==> config.mk <==
export PLATFORM = sky130hd
export DESIGN_NAME = sort_frame_loader
export DESIGN_NICKNAME = d
export VERILOG_FILES = /design/src/rtl/sort_frame_loader.sv
export SDC_FILE = /design/constraint.sdc
export NUM_CORES = 1
export LEC_CHECK = 0
export BUFFER_PORTS_ARGS = -buffer_cell sky130_fd_sc_hd__buf_4
export CAP_MARGIN = 20
export CORE_MARGIN = 2
export CORE_UTILIZATION = 60
export DETAILED_ROUTE_END_ITERATION = 10
export PLACE_DENSITY_LB_ADDON = 0.12
export SETUP_SLACK_MARGIN = 0.02
export SYNTH_ARGS = -nofsm -noshare
export SYNTH_HDL_FRONTEND = slang
export SYNTH_SLANG_ARGS = --single-unit
==> constraint.sdc <==
create_clock -name CLK -period 7.14 [get_ports CLK]
set_clock_uncertainty 0.2 [all_clocks]
set_input_delay 1.428 -clock CLK [delete_from_list [all_inputs] [get_ports CLK]]
set_output_delay 1.428 -clock CLK [all_outputs]
set_load 0.02 [all_outputs]
==> src/rtl/sort_frame_loader.sv <==
// sort_frame_loader: gathers a serial sample stream into N-entry frames held in
// two ping-pong banks and presents each closed frame as one flattened word to
// the downstream sort network. A partial frame can be closed early with flush,
// which pads the unused entries with PAD_VALUE.
//
// Handshakes (both sides): a transfer happens on a rising CLK edge where the
// producer's valid and the consumer's ready are both high. Valid never depends
// combinationally on ready, and the presented payload holds steady while
// valid is high and ready is low.
module sort_frame_loader #(
    parameter int                   DATAWIDTH = 8,
    parameter int                   N         = 16,
    parameter logic [DATAWIDTH-1:0] PAD_VALUE = '0
) (
    input  logic                      CLK,
    input  logic                      RSTn,
    input  logic [DATAWIDTH-1:0]      in_data,
    input  logic                      in_valid,
    output logic                      in_ready,
    input  logic                      flush,
    output logic [N*DATAWIDTH-1:0]    frame_data,
    output logic                      frame_valid,
    input  logic                      frame_ready,
    output logic [$clog2(N):0]        frame_fill
);

    localparam int IW = $clog2(N);
    localparam int FW = IW + 1;

    logic [N*DATAWIDTH-1:0] bank_q [2];
    logic [FW-1:0]          fill_q [2];
    logic [1:0]             bank_full;
    logic                   wr_bank;
    logic                   rd_bank;
    logic [IW-1:0]          wr_idx;

    logic                   accept;
    logic                   consume;
    logic                   close_full;
    logic                   close_flush;
    logic                   close_any;
    logic [FW-1:0]          count_after;
    logic [N*DATAWIDTH-1:0] wr_word;
    logic [1:0]             full_nxt;

    // Output side: everything presented comes straight from registers.
    assign in_ready    = !bank_full[wr_bank];
    assign frame_valid = bank_full[rd_bank];
    assign frame_data  = bank_q[rd_bank];
    assign frame_fill  = frame_valid ? fill_q[rd_bank] : '0;

    // Decide accept/close/consume and build the updated write-bank word.
    always_comb begin
        accept      = in_valid && in_ready;
        consume     = frame_valid && frame_ready;
        count_after = {1'b0, wr_idx} + FW'(accept);
        close_full  = accept && (wr_idx == IW'(N - 1));
        // A flush only matters when a genuine partial frame exists; the full
        // close already covers the case where this accept completes the frame.
        close_flush = flush && !close_full && (count_after != '0);
        close_any   = close_full || close_flush;

        wr_word = bank_q[wr_bank];
        if (accept) begin
            wr_word[int'(wr_idx)*DATAWIDTH +: DATAWIDTH] = in_data;
        end
        for (int k = 0; k < N; k++) begin
            if (close_flush && (FW'(k) >= count_after)) begin
                wr_word[k*DATAWIDTH +: DATAWIDTH] = PAD_VALUE;
            end
        end

        // Close and consume never hit the same bank: closing needs an empty
        // write bank, consuming needs a full read bank.
        full_nxt = bank_full;
        if (consume) begin
            full_nxt[rd_bank] = 1'b0;
        end
        if (close_any) begin
            full_nxt[wr_bank] = 1'b1;
        end
    end

    // Bank contents and per-bank fill counts.
    always_ff @(posedge CLK or negedge RSTn) begin
        if (!RSTn) begin
            bank_q[0] <= '0;
            bank_q[1] <= '0;
            fill_q[0] <= '0;
            fill_q[1] <= '0;
        end else begin
            if (accept || close_flush) begin
                bank_q[wr_bank] <= wr_word;
            end
            if (close_any) begin
                fill_q[wr_bank] <= count_after;
            end
        end
    end

    // Bank pointers, write index and full flags.
    always_ff @(posedge CLK or negedge RSTn) begin
        if (!RSTn) begin
            bank_full <= 2'b00;
            wr_bank   <= 1'b0;
            rd_bank   <= 1'b0;
            wr_idx    <= '0;
        end else begin
            bank_full <= full_nxt;
            if (close_any) begin
                wr_idx  <= '0;
                wr_bank <= !wr_bank;
            end else if (accept) begin
                wr_idx <= wr_idx + 1'b1;
            end
            if (consume) begin
                rd_bank <= !rd_bank;
            end
        end
    end

endmodule
Word-level counts from Yosys, hierarchy flattened
Index checks and enable logic that the tools add are counted.
{"block": "classes", "n_addsub": 3, "order_cmp": 23, "n_eq_ne": 1, "shift": 2, "muxes": 46, "n_bitwise": 5, "reduce_logical": 32}
{"operator": "128-bit two-way mux", "n": 8}
{"operator": "256-bit bitwise mux", "n": 1}
{"operator": "128-bit bitwise mux", "n": 1}
{"operator": "128-bit demux with 1-bit select", "n": 1}
{"operator": "8-bit two-way mux", "n": 16}
{"operator": "8-bit by 33-bit variable shift with 128-bit output, first input constant", "n": 1}
{"operator": "8-bit by 33-bit indexed part select with 128-bit output", "n": 1}
{"operator": "4-bit by 5-bit >= comparator with 1-bit output, first input constant", "n": 8}
{"operator": "7-bit negator with 33-bit output", "n": 1}
{"operator": "5-bit two-way mux", "n": 5}
{"operator": "1-bit logical AND", "n": 24}
{"operator": "3-bit by 5-bit >= comparator with 1-bit output, first input constant", "n": 4}
{"operator": "10-bit bitwise mux", "n": 1}
{"operator": "1-bit by 5-bit >= comparator with 1-bit output, first input constant", "n": 2}
{"operator": "2-bit by 5-bit >= comparator with 1-bit output, first input constant", "n": 2}
{"operator": "4-bit two-way mux", "n": 2}
{"operator": "1-bit two-way mux", "n": 6}
{"operator": "4-bit by 1-bit adder with 5-bit output", "n": 1}
{"operator": "5-bit demux with 1-bit select", "n": 1}
{"operator": "5-bit nonzero test", "n": 1}
{"operator": "4-bit by 1-bit adder with 4-bit output, second input constant", "n": 1}
{"operator": "4-bit == test, second input constant", "n": 1}
{"operator": "2-bit >= comparator, second input constant", "n": 2}
{"operator": "1-bit zero test", "n": 4}
{"operator": "other kinds (11)", "n": 17}
{"block": "totals", "ff_bits": 274, "inputBits": 13, "out_inout_bits": 135}

Logic depth before layout (Yosys ltp)
Gate-level depths: netlist of the first run.
{"block": "depth", "depth_word": 11, "ltp_mapped": 16, "depth_no_buf": 11}

Least setup slack after synthesis of the first run
No wires, ideal clock.
{"block": "synth_path", "path_kind": "in2reg", "from": "in in_valid", "to": "reg bank_q[112] (netlist name)", "arrival_ns": 3.890, "setup_slack_ns": 2.955, "path_stages": 14, "cell_sequence": "clkbuf_1 > nand2_4 > inv_2 > ha_1 > ha_1 > clkbuf_1 > nand2_1 > o211ai_1 > a31o_2 > buf_2 > buf_2 > buf_1 > nand2_1 > o31ai_1"}
{"block": "synth_via", "elab_chain_cells": 8}
{"element": "start: declaration", "line_no": "18", "text": "input logic in_valid,"}
{"element": "1-bit logical AND (*)", "line_no": "54", "text": "accept = in_valid && in_ready;"}
{"element": "branches (longest 7 deep; another with 4-bit by 1-bit adder with 5-bit output)"}
{"element": "end signal: indexed assignment", "line_no": "93", "text": "bank_q[wr_bank] <= wr_word;"}
{"element": "end: declaration", "line_no": "30", "text": "logic [N*DATAWIDTH-1:0] bank_q [2];"}
Mark *: on every way between the ends.
A chain may end at the register's enable or synchronous reset.

Worst setup path after layout of the first run
{"block": "layout_path", "from": "reg wr_bank", "to": "reg bank_q[113] (netlist name)"}
{"element": "start: declaration", "line_no": "33", "text": "logic wr_bank;"}
{"element": "start signal: assignment", "line_no": "112", "text": "wr_bank <= !wr_bank;"}
{"element": "1-bit two-way mux (implied by the code) (*) (2 in a row)", "line_no": "47", "text": "assign in_ready = !bank_full[wr_bank];"}
{"element": "1-bit zero test (*)", "line_no": "47"}
{"element": "1-bit logical AND (*)", "line_no": "54"}
{"element": "4-bit by 1-bit adder with 5-bit output (*)", "line_no": "56", "text": "count_after = {1'b0, wr_idx} + FW'(accept);"}
{"element": "net count_after[1]", "line_no": "42", "text": "logic [FW-1:0] count_after;"}
{"element": "branches (longest 5 deep; another with 4-bit by 5-bit >= comparator with 1-bit output)"}
Mark *: on every way through the listed nets, which the timed path passes. The select of a mux whose other input is x is not followed.

==> results of run 1 <==
-- routing by layer --
| layer | up-vias | track usage | share of wire |
|---|---|---|---|
| met5 | - | 0 | 0.00029 |
| met3 | 99 | 0.0490 | 0.071 |
| met1 | 5898 | 0.442 | 0.44 |
| met4 | 2 | 0.118 | 0.039 |
| met2 | 414 | 0.491 | 0.45 |
| li1 | 5656 | - | - |
-- synthesized netlist by cell type (2+ instances only) --
cell type  instances  area share
clkbuf_1          67       0.016
o21bai_1           2     0.00098
a21o_1             2     0.00098
buf_2             36       0.012
or2_2              2     0.00082
a31oi_1            2     0.00082
ha_1               8      0.0065
and3_1             4      0.0016
o21ai_1          169       0.055
buf_6              3      0.0022
nor4b_4            2      0.0031
o21ai_0           71       0.023
a22o_1            32       0.018
dfrtp_1          274        0.45
or3_1              2     0.00082
nor3_1             2     0.00065
or4_1              3      0.0015
buf_1              7      0.0017
nor2b_1            5      0.0020
a21oi_1           11      0.0036
xnor2_1            5      0.0029
a211oi_2           2      0.0016
o221ai_1          24       0.014
mux2_4             9      0.0088
mux2i_1          127       0.083
inv_1              6      0.0015
nand4b_1           2      0.0011
nand2b_1           5      0.0020
nand4_1            3      0.0012
mux2_1            16       0.012
mux2_2           178        0.13
nor4_4             2      0.0028
o31ai_1           17      0.0083
nor2_1            24      0.0059
nand3b_1           2     0.00098
o211ai_1          34       0.017
and2_1            21      0.0086
nand2_1          301       0.074
nand3_1           18      0.0059
xor2_1             3      0.0017
-- logic make-up (layout without fill, tap and decap cells) --
group / after synthesis / count (layout) / share of synthesized area
AOI/OAI and AO/OA: 380 / 380 / 0.153
xor gates and xnor gates: 9 / 9 / 0.00565
DFF: 274 / 274 / 0.448
muxes: 330 / 330 / 0.235
and+or+nand+nor: 402 / 402 / 0.116
buffers and inverters: 123 / 226 / 0.0351
adders and majority gates: 8 / 8 / 0.00655
-- state kept, by name, indices dropped and copies added, names as in the netlist --
signal     count
bank_q       256
wr_idx         4
bank_full      2
fill_q        10
rd_bank        1
wr_bank        1
-- layout make-up --
type | instances | area [um2] | area share
Multi-Input combinational cell | 1129 | 7910 | 0.450
Sequential cell | 274 | 6860 | 0.391
Timing Repair Buffer | 163 | 1260 | 0.0715
Clock buffer | 42 | 867 | 0.0494
Tap cell | 330 | 413 | 0.0235
Clock inverter | 13 | 220 | 0.0125
Inverter | 8 | 32.5 | 0.00185
-- metrics by stage --
| stage | instance area [um2] | cells |
|---|---|---|
| floorplan | 15300 | 1526 |
| global placement | 16500 | 1904 |
| detailed placement | 16500 | 1904 |
| CTS | 17600 | 1959 |
| global route | 17600 | 1959 |
| finish | 17600 | 1959 |
-- power breakdown --
part / total (mW) / internal, mW / leakage, nW / switching (mW)
combinational: 2.27 / 0.754 / 4.02 / 1.52
clock: 1.70 / 1.06 / 0.530 / 0.638
sequential: 1.97 / 1.72 / 3.79 / 0.249
-- worst min-delay path by stage --
stage / endpoint / slack, ps / depth (start not counted)
floorplan: bank_q[128] / 250 / 1
global placement: bank_q[128] / 260 / 1
detailed placement: bank_q[0] / 280 / 1
CTS: bank_q[135] / 290 / 1
global route: bank_q[130] / 300 / 1
finish: bank_q[0] / 290 / 1
-- cell usage in the layout, fill, tap and decap left out, types with 3 or more instances in the layout --
master	n
a21oi_1	11
a22o_1	32
and2_1	21
and3_1	4
buf_4	160
bufinv_16	6
clkbuf_1	6
clkbuf_16	31
clkbuf_8	5
clkinv_2	5
dfrtp_1	272
ha_1	8
inv_1	6
mux2_1	16
mux2_2	178
mux2_4	9
mux2i_1	127
nand2_1	301
nand2b_1	5
nand3_1	18
nand4_1	3
nor2_1	24
nor2b_1	5
o211ai_1	34
o21ai_0	71
o21ai_1	169
o221ai_1	24
o31ai_1	17
or4_1	3
xnor2_1	5
xor2_1	3
==> impl_results.rst, run 1 <==
.. list-table::
   :header-rows: 1

   * - Metric
     - Value
   * - Library cell appearing most often on the critical path
     - ha_1
   * - Beginning of the worst hold path
     - bank_q[0]
   * - Startpoint type of the worst setup path
     - register
   * - Slew of the pin with the lowest slew margin
     - around 1100 ps
   * - Clock H-tree levels
     - 1
   * - Via count of the first global-routing pass
     - approximately 12000
   * - Leakage
     - between 8 and 9 nW
   * - Final worst path period need
     - 4930 ps
   * - Worst R2R Start
     - wr_bank
   * - Count of unique library cells instantiated by Yosys
     - 63
   * - Longest Clk Path Bufs
     - 3
   * - Antenna cells
     - 0
   * - Max stage delay on crit path
     - 810 ps
   * - Final number of max-transition violations
     - 0
   * - Cell type of the slowest stage on the worst timing path
     - dfrtp_4
   * - Highest attainable clock frequency
     - 0.203 GHz
   * - Worst path top cell family by delay
     - compound AO/OA/AOI/OAI gates
   * - Number of I/O pins
     - roughly 150
   * - Number of flops mapped to enable cells by yosys
     - 0
   * - Drt drc
     - 0
   * - Worst flop-to-flop path endpoint
     - bank_q[113]
   * - Clock latency reported for the late side of the worst-skew pair
     - 550 ps
   * - Sink count of the clock tree
     - 274
   * - Power density normalized to cell area
     - about 340 nW/um2
   * - NumNets Final
     - approximately 1600
   * - PortBufs
     - roughly 150
   * - Maximum number of pins on one net before global-route repair
     - approximately 160
   * - Worst setup path start
     - wr_bank
   * - CTS resizes
     - 0
   * - Number of failing setup endpoints in the final timing report
     - 0
   * - Status
     - finished clean
   * - Final cycle utilization of the critical path
     - 0.691
   * - Flip-flop and latch count after synthesis
     - 274
   * - Die Ht
     - between 150 and 200 um
   * - Clock slew at reported path FFs
     - approximately 60 ps
   * - Worst path cell trace
     - mux2_4 > inv_4 > nand2_4 > inv_2 > ha_1 > ha_1 > or2_2 > o21ai_1 > a31o_4 > buf_4 > o31ai_1
   * - Worst vdd rail ir drop
     - 0.348 mV
   * - Crit path capture type
     - register
   * - Initial antenna violation count
     - 1
   * - Most used flip-flop cell after synthesis
     - dfrtp_1
   * - Die area
     - 26800 um2
   * - Worst endpoint required time
     - between 7000 and 8000 ps
   * - Setup Crit Path Kind
     - register to register
   * - Total count of hold-check failures in the final report
     - 0
   * - Ys async rst share
     - 1.00
   * - Drt total wl
     - 41.7 mm
   * - Count of warnings emitted by yosys
     - 0
   * - Sequential share of the synthesized area
     - 0.448
   * - Count of buffers added by post-CTS timing repair for setup
     - 0
   * - Worst path bufs/invs
     - 3
   * - Wire length of the first global-routing pass
     - approximately 66 mm
   * - Net count after synthesis
     - 1547
   * - Starting density of the core
     - 0.609
   * - Share of final-layout standard cells stronger than drive strength 1
     - 0.258
   * - Global-route usage over all layers
     - 0.314
   * - Classification of the worst-slack hold path
     - register to register
   * - DRT antenna net count
     - 0
   * - Worst R2R Path Depth
     - 11
   * - Critical Path Stages
     - 11
   * - Final worst-path setup slack
     - approximately 2200 ps
   * - Detailed-route wire length per cell
     - 21.3 um
   * - Worst-path maximum fanout
     - 76
   * - Post-DP HPWL
     - ~27 mm
   * - RSZ-0062 raised after global routing
     - false
   * - Synthesized instance count
     - ~1500
   * - Horizontal extent of the die
     - around 160 um
   * - Cell area after synthesis
     - between 15000 and 20000 um2
   * - Routability cong.
     - between 0.9 and 1
   * - Cell at the root of the clock tree
     - clkbuf_16
   * - Cts-stage hold buffer count
     - 0
   * - Data arrival time of the worst path
     - 5120 ps
   * - Routed via count divided by cell count
     - around 6
   * - Count of TritonRoute iterations in the first routing pass
     - 7
   * - Overflow left after global routing
     - 0
   * - Setup TNS Final
     - 0 ps
   * - Post-Route Hold Slack
     - 291 ps
   * - Utilization of the core after routing
     - 0.700
   * - Count of standard-cell rows
     - 58
   * - Placeable Area
     - between 20000 and 30000 um2
   * - Avg Inst Size Synth
     - between 10 and 15 um2
   * - Cts bufs inserted
     - 30
   * - Clock tree from TritonCTS
     - done
   * - Setup slack on the worst flop-to-flop path
     - 2210 ps
   * - Total via count in the routed design
     - about 12000
   * - Filler cell count
     - slightly below 2000
   * - CP endpoint
     - bank_q[113]
   * - Max capacitance violation total
     - 0
   * - Tightest slew margin relative to the limit
     - 0.271
   * - Relative area change from synthesis to final layout
     - 14.9%
   * - Total power of the final layout
     - approximately 5.9 mW
   * - Worst setup timing slack at the placement stage
     - around 2000 ps
   * - Number of DRC violations after detailed-routing iteration 0
     - ~1100
Power figures use the tool's default switching activity.
==> run 2, diff against run 1 <==
- ABC_AREA: default -> 1
- clock period: 7.14 -> 5 ns (I/O delays scaled with it)
==> run 2 against run 1 <==
Synthesized area grew 7.9%. Worst setup slack lost 1400 ps. Combinational power grew to 3.2 times the previous value. Synthesized cell count grew 62%. Fmax grew 18%. Non-clock buffer count grew 5. Routed wire length grew 20%. First-iteration DRC count grew 93%. Worst hold slack lost 12 ps. Critical path type unchanged. Highest routed layer is now met4.
==> impl_results.rst, run 2 <==
.. list-table::
   :header-rows: 1

   * - Metric
     - Value
   * - Status
     - finished clean (unchanged)
   * - Final worst path period need
     - 4200 ps (was 4930 ps)
   * - Cell area after placement
     - 17500 um2 (was 16500 um2)
   * - Flip-flop and latch count after synthesis
     - 274 (unchanged)
   * - Number of DRC violations after detailed-routing iteration 0
     - 2073 (was 1076)
   * - Initial antenna violation count
     - 0 (was 1)
   * - Classification of the worst-slack hold path
     - register to register (unchanged)
   * - Synthesized instance count
     - 2471 (was 1526)
   * - Sequential share of the synthesized area
     - 0.416 (was 0.448)
   * - Largest registers ranked by flip-flop count
     - bank_q x256, fill_q x10, wr_idx x4 (unchanged)
   * - Count of standard-cell rows
     - 60 (was 58)
   * - Final number of max-transition violations
     - 0 (unchanged)
   * - Die area
     - 28800 um2 (was 26800 um2)
   * - Clock tree from TritonCTS
     - done (unchanged)
   * - Worst path bufs/invs
     - 3 (unchanged)
   * - Total via count in the routed design
     - 16400 (was 12100)
   * - Tightest slew margin relative to the limit
     - 0.234 (was 0.271)
   * - Top library cells by usage in the layout, fill and taps aside
     - 1022 x nand2_1, 272 x dfrtp_1, 262 x o21ai_0, 195 x inv_1, 175 x o21ai_1 (was 301 x nand2_1, 272 x dfrtp_1, 178 x mux2_2, 169 x o21ai_1, 160 x buf_4)
   * - Slew of the pin with the lowest slew margin
     - 1150 ps (was 1090 ps)
   * - Number of I/O pins
     - 148 (unchanged)
   * - Overflow left after global routing
     - 0 (unchanged)
   * - Clock slew at reported path FFs
     - 60 ps (about the same)
   * - Highest attainable clock frequency
     - 0.238 GHz (was 0.203 GHz)
   * - Cell at the root of the clock tree
     - clkbuf_16 (unchanged)
   * - Cts-stage hold buffer count
     - 0 (unchanged)
   * - Via count of the first global-routing pass
     - 15500 (was 11800)
   * - Number of failing setup endpoints in the final timing report
     - 0 (unchanged)
   * - Placeable Area
     - 27000 um2 (was 25100 um2)
   * - DRT antenna net count
     - 0 (unchanged)
   * - Total power of the final layout
     - 12.8 mW (was 5.94 mW)
   * - Drt drc
     - 0 (unchanged)
   * - PortBufs
     - 147 (unchanged)
   * - Count of unique library cells instantiated by Yosys
     - 36 (was 63)
   * - Clock latency reported for the late side of the worst-skew pair
     - 560 ps (was 550 ps)
   * - Max stage delay on crit path
     - 640 ps (was 810 ps)
   * - Sink count of the clock tree
     - 274 (unchanged)
   * - Startpoint type of the worst setup path
     - register (unchanged)
   * - Finished Cell Area
     - 18400 um2 (was 17600 um2)
   * - Number of flops mapped to enable cells by yosys
     - 0 (unchanged)
   * - Share of the synthesized area in the top cell type
     - 0.416 (was 0.448)
   * - Cell type with the largest total area after synthesis
     - dfrtp_1 (unchanged)
   * - Setup Crit Path Kind
     - register to register (unchanged)
   * - Register with the highest flop count
     - bank_q (unchanged)
   * - Ys async rst share
     - 1.00 (unchanged)
   * - Horizontal extent of the die
     - 170 um (was 164 um)
   * - Count of TritonRoute iterations in the first routing pass
     - 6 (was 7)
   * - Routed via count divided by cell count
     - 5.71 (was 6.16)
   * - Worst setup timing slack at the placement stage
     - 824 ps (was 1990 ps)
   * - Top cell types by occurrence after synthesis
     - 1022 x nand2_1, 274 x dfrtp_1, 262 x o21ai_0 (was 301 x nand2_1, 274 x dfrtp_1, 178 x mux2_2)
   * - Avg Inst Size Synth
     - 6.67 um2 (was 10.0 um2)
   * - Crit path capture type
     - register (unchanged)
   * - NumNets Final
     - 2538 (was 1627)
   * - Count of warnings emitted by yosys
     - 0 (unchanged)
   * - Longest Clk Path Bufs
     - 3 (unchanged)
   * - RSZ-0062 raised after global routing
     - false (unchanged)
   * - Total count of hold-check failures in the final report
     - 0 (unchanged)
   * - Cell type of the slowest stage on the worst timing path
     - dfrtp_4 (unchanged)
   * - Worst endpoint required time
     - 5200 ps (was 7330 ps)
   * - Routability cong.
     - 0.965 (was 0.966)
   * - Post-DP HPWL
     - 32.3 mm (was 26.9 mm)
   * - Wire length of the first global-routing pass
     - 80.6 mm (was 65.7 mm)
   * - Cell with the most instances after synthesis
     - nand2_1 (unchanged)
   * - Top post-synthesis cells by area
     - dfrtp_1 42%, nand2_1 23%, o21ai_0 8.0%, o21ai_1 5.3%, inv_1 4.5% (was dfrtp_1 45%, mux2_2 13%, mux2i_1 8.3%, nand2_1 7.4%, o21ai_1 5.5%)
   * - Setup TNS Final
     - 0 ps (unchanged)
   * - Most frequent standard cell in the layout excluding fill and tap cells
     - nand2_1 (unchanged)
   * - Worst vdd rail ir drop
     - 0.664 mV (was 0.348 mV)
   * - Relative area change from synthesis to final layout
     - 11.6% (was 14.9%)
   * - Power density normalized to cell area
     - 695 nW/um2 (was 338 nW/um2)
   * - Maximum number of pins on one net before global-route repair
     - 175 (was 163)
   * - Die Ht
     - 170 um (was 164 um)
   * - Drt total wl
     - 50.1 mm (was 41.7 mm)
   * - Cell area after synthesis
     - 16500 um2 (was 15300 um2)
   * - Data arrival time of the worst path
     - 4390 ps (was 5120 ps)
   * - Antenna cells
     - 0 (unchanged)
   * - Final worst-path setup slack
     - 804 ps (was 2210 ps)
   * - Most used flip-flop cell after synthesis
     - dfrtp_1 (unchanged)
   * - Clock H-tree levels
     - 1 (unchanged)
   * - Starting density of the core
     - 0.612 (was 0.609)
   * - Leakage
     - 9.10 nW (was 8.34 nW)
   * - Worst path top cell family by delay
     - simple AND/OR/NAND/NOR gates (was compound AO/OA/AOI/OAI gates)
   * - Net count after synthesis
     - 2492 (was 1547)
   * - Filler cell count
     - 2416 (was 1948)
   * - Cts bufs inserted
     - 30 (unchanged)
   * - Final cycle utilization of the critical path
     - 0.839 (was 0.691)
   * - Share of final-layout standard cells stronger than drive strength 1
     - 0.101 (was 0.258)
   * - Flip-flop count of the largest register after layout
     - 256 (unchanged)
   * - Count of buffers added by post-CTS timing repair for setup
     - 0 (unchanged)
   * - Worst-path maximum fanout
     - 174 (was 76)
   * - CTS resizes
     - 0 (unchanged)
   * - Worst path cell trace
     - inv_2 > nand2_1 > nand3_2 > clkinv_1 > ha_1 > ha_1 > xnor2_2 > nand4_2 > nand2_2 > nand2_4 > nand2_4 > buf_12 > o21ai_0 (was mux2_4 > inv_4 > nand2_4 > inv_2 > ha_1 > ha_1 > or2_2 > o21ai_1 > a31o_4 > buf_4 > o31ai_1)
   * - Global-route usage over all layers
     - 0.351 (was 0.314)
   * - Detailed-route wire length per cell
     - 17.4 um (was 21.3 um)
   * - Max capacitance violation total
     - 0 (unchanged)
[run 2: changes by cell type in the layout (fill, tap and decap cells not counted), sizes merged, moves of 24 or more]
cell	change
o221ai	-24
inv	+195
a22o	-32
a21oi	+57
o211ai	-33
o21ai	+196
mux2i	-124
nand2	+730
mux2	-203
nand3	+61
nor2	+112
nand4	+43
[run 2: area by class of cell]
cell class,instances,area [um2],area share
timing repair buffer,168,1330,0.0723
multi-input combinational,1837,8060,0.438
inverter,206,783,0.0425
sequential,274,6860,0.373
clock inverter,4,20.0,0.00109
tap,341,427,0.0232
clock buffer,48,930,0.0505
[run 2: worst register-to-register path, delay by kind of cell, from the launching register on]
family	cells	cell delay (ps)
and+or+nand+nor	6	960
buffers and inverters	3	910
DFF	1	640
adders and majority gates	2	510
xor gates and xnor gates	1	420
AOI/OAI and AO/OA	1	390
[run 2: cells by family (layout without fill, tap and decap cells)]
group,after synthesis,after routing,synth area share
flip-flops,274,274,0.416
AO/OA/AOI/OAI,507,507,0.154
buffers and inverters,360,426,0.0965
multiplexers,3,3,0.00182
AND/OR/NAND/NOR,1317,1317,0.324
adder cells (fa/ha/maj),8,8,0.00607
XOR/XNOR,2,2,0.00197
[run 2: power by group]
part	internal [mW]	switching, mW	leakage, nW
Sequential	2.86	0.504	3.65
Combinational	2.07	5.18	4.98
Clock	1.26	0.919	0.472
Total	6.19	6.61	9.10
[run 2: final timing paths]
kind                             from          end  slack (ps)  cells past startpoint
hold reg to reg            bank_q[23]   bank_q[23]         280                      2
min in group asynchronous        RSTn   bank_q[41]         330                      1
setup / recovery              wr_bank  bank_q[113]         800                     13
setup reg to reg              wr_bank  bank_q[113]         800                     13
hold / removal             bank_q[23]   bank_q[23]         280                      2
max in group asynchronous        RSTn   bank_q[51]        3220                      2
[run 2: through the flow]
stage,hold WS (ps),util,instances
after floorplan,249,-,2471
final,279,0.683,2878
after CTS,282,0.683,2878
after global placement,262,0.648,2826
after detailed placement,265,0.648,2826
after global routing,297,0.683,2878
[run 2: per-layer routing]
metal | part of all wire | vias to the layer above | track usage
met5 | 0 | - | 0
met4 | 0.040 | 0 | 0.136
met2 | 0.45 | 748 | 0.561
met3 | 0.093 | 133 | 0.0522
li1 | - | 7951 | -
met1 | 0.42 | 7613 | 0.486
==> run 3, diff against run 2 <==
- clock period: 5 -> 4.4 ns (I/O delays scaled with it)
==> run 3 against run 2 <==
Via count rose by 1.3%. Non-clock buffer count is 13 higher. Critical path depth did not move.
==> impl_results.rst, run 3 (same netlist as run 2, synthesis figures left out) <==
.. list-table::
   :header-rows: 1

   * - Metric
     - Value
   * - Part of the power in the clock network
     - 0.178 (was 0.170)
   * - Final number of max-transition violations
     - 0 (unchanged)
   * - Placeable Area
     - 27000 um2 (unchanged)
   * - Tightest slew margin relative to the limit
     - 0.336 (was 0.234)
   * - Worst path cell trace
     - inv_2 > nand2_1 > nand3_2 > clkinv_1 > ha_1 > ha_1 > xnor2_2 > nand4_2 > nand2_2 > nand2_4 > nand2_4 > buf_12 > o21ai_0 (unchanged)
   * - Number of failing setup endpoints in the final timing report
     - 0 (unchanged)
   * - Initial antenna violation count
     - 0 (unchanged)
   * - Setup slack on the worst flop-to-flop path
     - 600 ps (was 800 ps)
   * - Slew of the pin with the lowest slew margin
     - 997 ps (was 1150 ps)
   * - Count of buffers added by post-CTS timing repair for setup
     - 0 (unchanged)
   * - Classification of the worst-slack hold path
     - input pin to asynchronous set/reset pin (was register to register)
   * - Switching Fraction
     - 0.513 (was 0.516)
   * - Starting density of the core
     - 0.612 (unchanged)
   * - Worst R2R Path Depth
     - 13 (unchanged)
   * - Setup Crit Path Kind
     - register to register (unchanged)
   * - DRT antenna net count
     - 0 (unchanged)
   * - Die Ht
     - 170 um (unchanged)
   * - Power density normalized to cell area
     - 796 nW/um2 (was 695 nW/um2)
   * - Clock tree from TritonCTS
     - done (unchanged)
   * - Leakage
     - 9.20 nW (was 9.10 nW)
   * - Worst endpoint required time
     - 4610 ps (was 5200 ps)
   * - Detailed-route wire length per cell
     - 17.6 um (was 17.4 um)
   * - Worst R2R Start
     - wr_bank (unchanged)
   * - Finished Cell Area
     - 18600 um2 (was 18400 um2)
   * - Worst vdd rail ir drop
     - 0.702 mV (was 0.664 mV)
   * - PortBufs
     - 147 (unchanged)
   * - Crit path capture type
     - register (unchanged)
   * - Worst-path maximum fanout
     - 174 (unchanged)
   * - Cell at the root of the clock tree
     - clkbuf_16 (unchanged)
   * - Count of TritonRoute iterations in the first routing pass
     - 6 (unchanged)
   * - Worst setup path start
     - wr_bank (unchanged)
   * - Cts bufs inserted
     - 31 (was 30)
   * - Max stage delay on crit path
     - 640 ps (about the same)
   * - Number of DRC violations after detailed-routing iteration 0
     - 2022 (was 2073)
   * - Worst flop-to-flop path endpoint
     - bank_q[84] (was bank_q[113])
   * - Final worst path period need
     - 3800 ps (was 4200 ps)
   * - Routed via count divided by cell count
     - 5.75 (was 5.71)
   * - Share of final-layout standard cells stronger than drive strength 1
     - 0.108 (was 0.101)
   * - Max capacitance violation total
     - 0 (unchanged)
   * - Longest Clk Path Bufs
     - 3 (unchanged)
   * - Maximum number of pins on one net before global-route repair
     - 175 (unchanged)
   * - Routability cong.
     - 0.953 (was 0.965)
   * - Cts-stage hold buffer count
     - 0 (unchanged)
   * - NumNets Final
     - 2552 (was 2538)
   * - Antenna cells
     - 0 (unchanged)
   * - Sequential power share
     - 0.255 (was 0.263)
   * - Via count of the first global-routing pass
     - 15300 (was 15500)
   * - Combinational fraction of design power
     - 0.568 (was 0.567)
   * - Top library cells by usage in the layout, fill and taps aside
     - 1022 x nand2_1, 272 x dfrtp_1, 262 x o21ai_0, 195 x inv_1, 175 x o21ai_1 (unchanged)
   * - CTS resizes
     - 0 (unchanged)
   * - Total via count in the routed design
     - 16700 (was 16400)
   * - Register with the highest flop count
     - bank_q (unchanged)
   * - Flip-flop count of the largest register after layout
     - 256 (unchanged)
   * - Drt total wl
     - 51.0 mm (was 50.1 mm)
   * - Status
     - finished clean (unchanged)
   * - Total count of hold-check failures in the final report
     - 0 (unchanged)
   * - Final cycle utilization of the critical path
     - 0.863 (was 0.839)
   * - Sink count of the clock tree
     - 274 (unchanged)
   * - Die area
     - 28800 um2 (unchanged)
   * - Startpoint type of the worst setup path
     - register (unchanged)
   * - Number of I/O pins
     - 148 (unchanged)
   * - Cell type of the slowest stage on the worst timing path
     - dfrtp_4 (unchanged)
   * - Largest registers ranked by flip-flop count
     - bank_q x256, fill_q x10, wr_idx x4 (unchanged)
   * - Global-route usage over all layers
     - 0.355 (was 0.351)
   * - Clock slew at reported path FFs
     - 60 ps (about the same)
   * - Relative area change from synthesis to final layout
     - 12.8% (was 11.6%)
   * - Horizontal extent of the die
     - 170 um (unchanged)
   * - Int Pwr
     - 7.21 mW (was 6.19 mW)
   * - Data arrival time of the worst path
     - 4010 ps (was 4390 ps)
   * - Count of standard-cell rows
     - 60 (unchanged)
   * - Most frequent standard cell in the layout excluding fill and tap cells
     - nand2_1 (unchanged)
   * - Clock latency reported for the late side of the worst-skew pair
     - 580 ps (was 560 ps)
   * - Setup TNS Final
     - 0 ps (unchanged)
   * - Overflow left after global routing
     - 0 (unchanged)
   * - Filler cell count
     - 2318 (was 2416)
   * - RSZ-0062 raised after global routing
     - false (unchanged)
   * - Post-DP HPWL
     - 33.8 mm (was 32.3 mm)
   * - Cell area after placement
     - 17600 um2 (was 17500 um2)
   * - Clock H-tree levels
     - 1 (unchanged)
   * - Highest attainable clock frequency
     - 0.263 GHz (was 0.238 GHz)
   * - Drt drc
     - 0 (unchanged)
   * - Net switching power figure
     - 7.58 mW (was 6.61 mW)
   * - Wire length of the first global-routing pass
     - 81.2 mm (was 80.6 mm)
-- run 3: cell count changes in the layout (fill, tap and decap cells not counted), sizes merged --
cell and delta:
clkinvlp +1, buf +13, bufinv +3, clkbuf -4, clkinv +5, inv +1
-- run 3: cell type report --
type                    count  area (um2)  area share
flip-flops and latches    274        6860       0.369
clock buffers              44         875      0.0470
multi-input cells        1837        8060       0.433
inverters                 206         783      0.0421
well taps                 341         427      0.0229
clock inverters            14         151     0.00814
repair buffers            181        1440      0.0775
-- run 3: power by group through the flow --
stage / Sequential (mW) / Combinational (mW) / Clock, mW
floorplan: 3.61 / 6.07 / 0
global placement: 3.76 / 8.11 / 0
detailed placement: 3.79 / 8.25 / 0
CTS: 3.75 / 8.30 / 2.65
global route: 3.85 / 9.28 / 2.75
finish: 3.77 / 8.40 / 2.63
-- run 3: critical path, delay by kind of cell, from the launching register on --
family / cells / cell delay (ps)
AND/OR/NAND/NOR: 6 / 720
buffers and inverters: 3 / 650
flip-flops: 1 / 640
adder cells (fa/ha/maj): 2 / 520
XOR/XNOR: 1 / 410
AO/OA/AOI/OAI: 1 / 250
-- run 3: per-stage QoR --
stage	cells	power [mW]	worst slack [ps]	hold slack, ps	util
after CTS	2897	14.7	711	188	0.690
after global routing	2897	15.9	356	218	0.690
after global placement	2839	11.9	659	262	0.652
final	2897	14.8	604	167	0.690
after detailed placement	2839	12.0	533	266	0.652
after floorplan	2471	9.68	798	249	-
-- run 3: how the worst max path moves through the flow --
| stage | to | slack [ps] | cells after the start |
|---|---|---|---|
| final | bank_q[84] | 600 | 13 |
| after global routing | bank_q[205] | 360 | 10 |
| after CTS | bank_q[84] | 710 | 13 |
| after detailed placement | bank_q[84] | 530 | 12 |
| after global placement | bank_q[81] | 660 | 12 |
| after floorplan | bank_q[175] | 800 | 16 |
-- run 3: layer usage --
layer,share of wire,vias to the layer above,GRT usage
met4,0.043,0,0.153
met2,0.44,787,0.547
met5,0,-,0
li1,-,7983,-
met3,0.086,129,0.0473
met1,0.43,7763,0.506
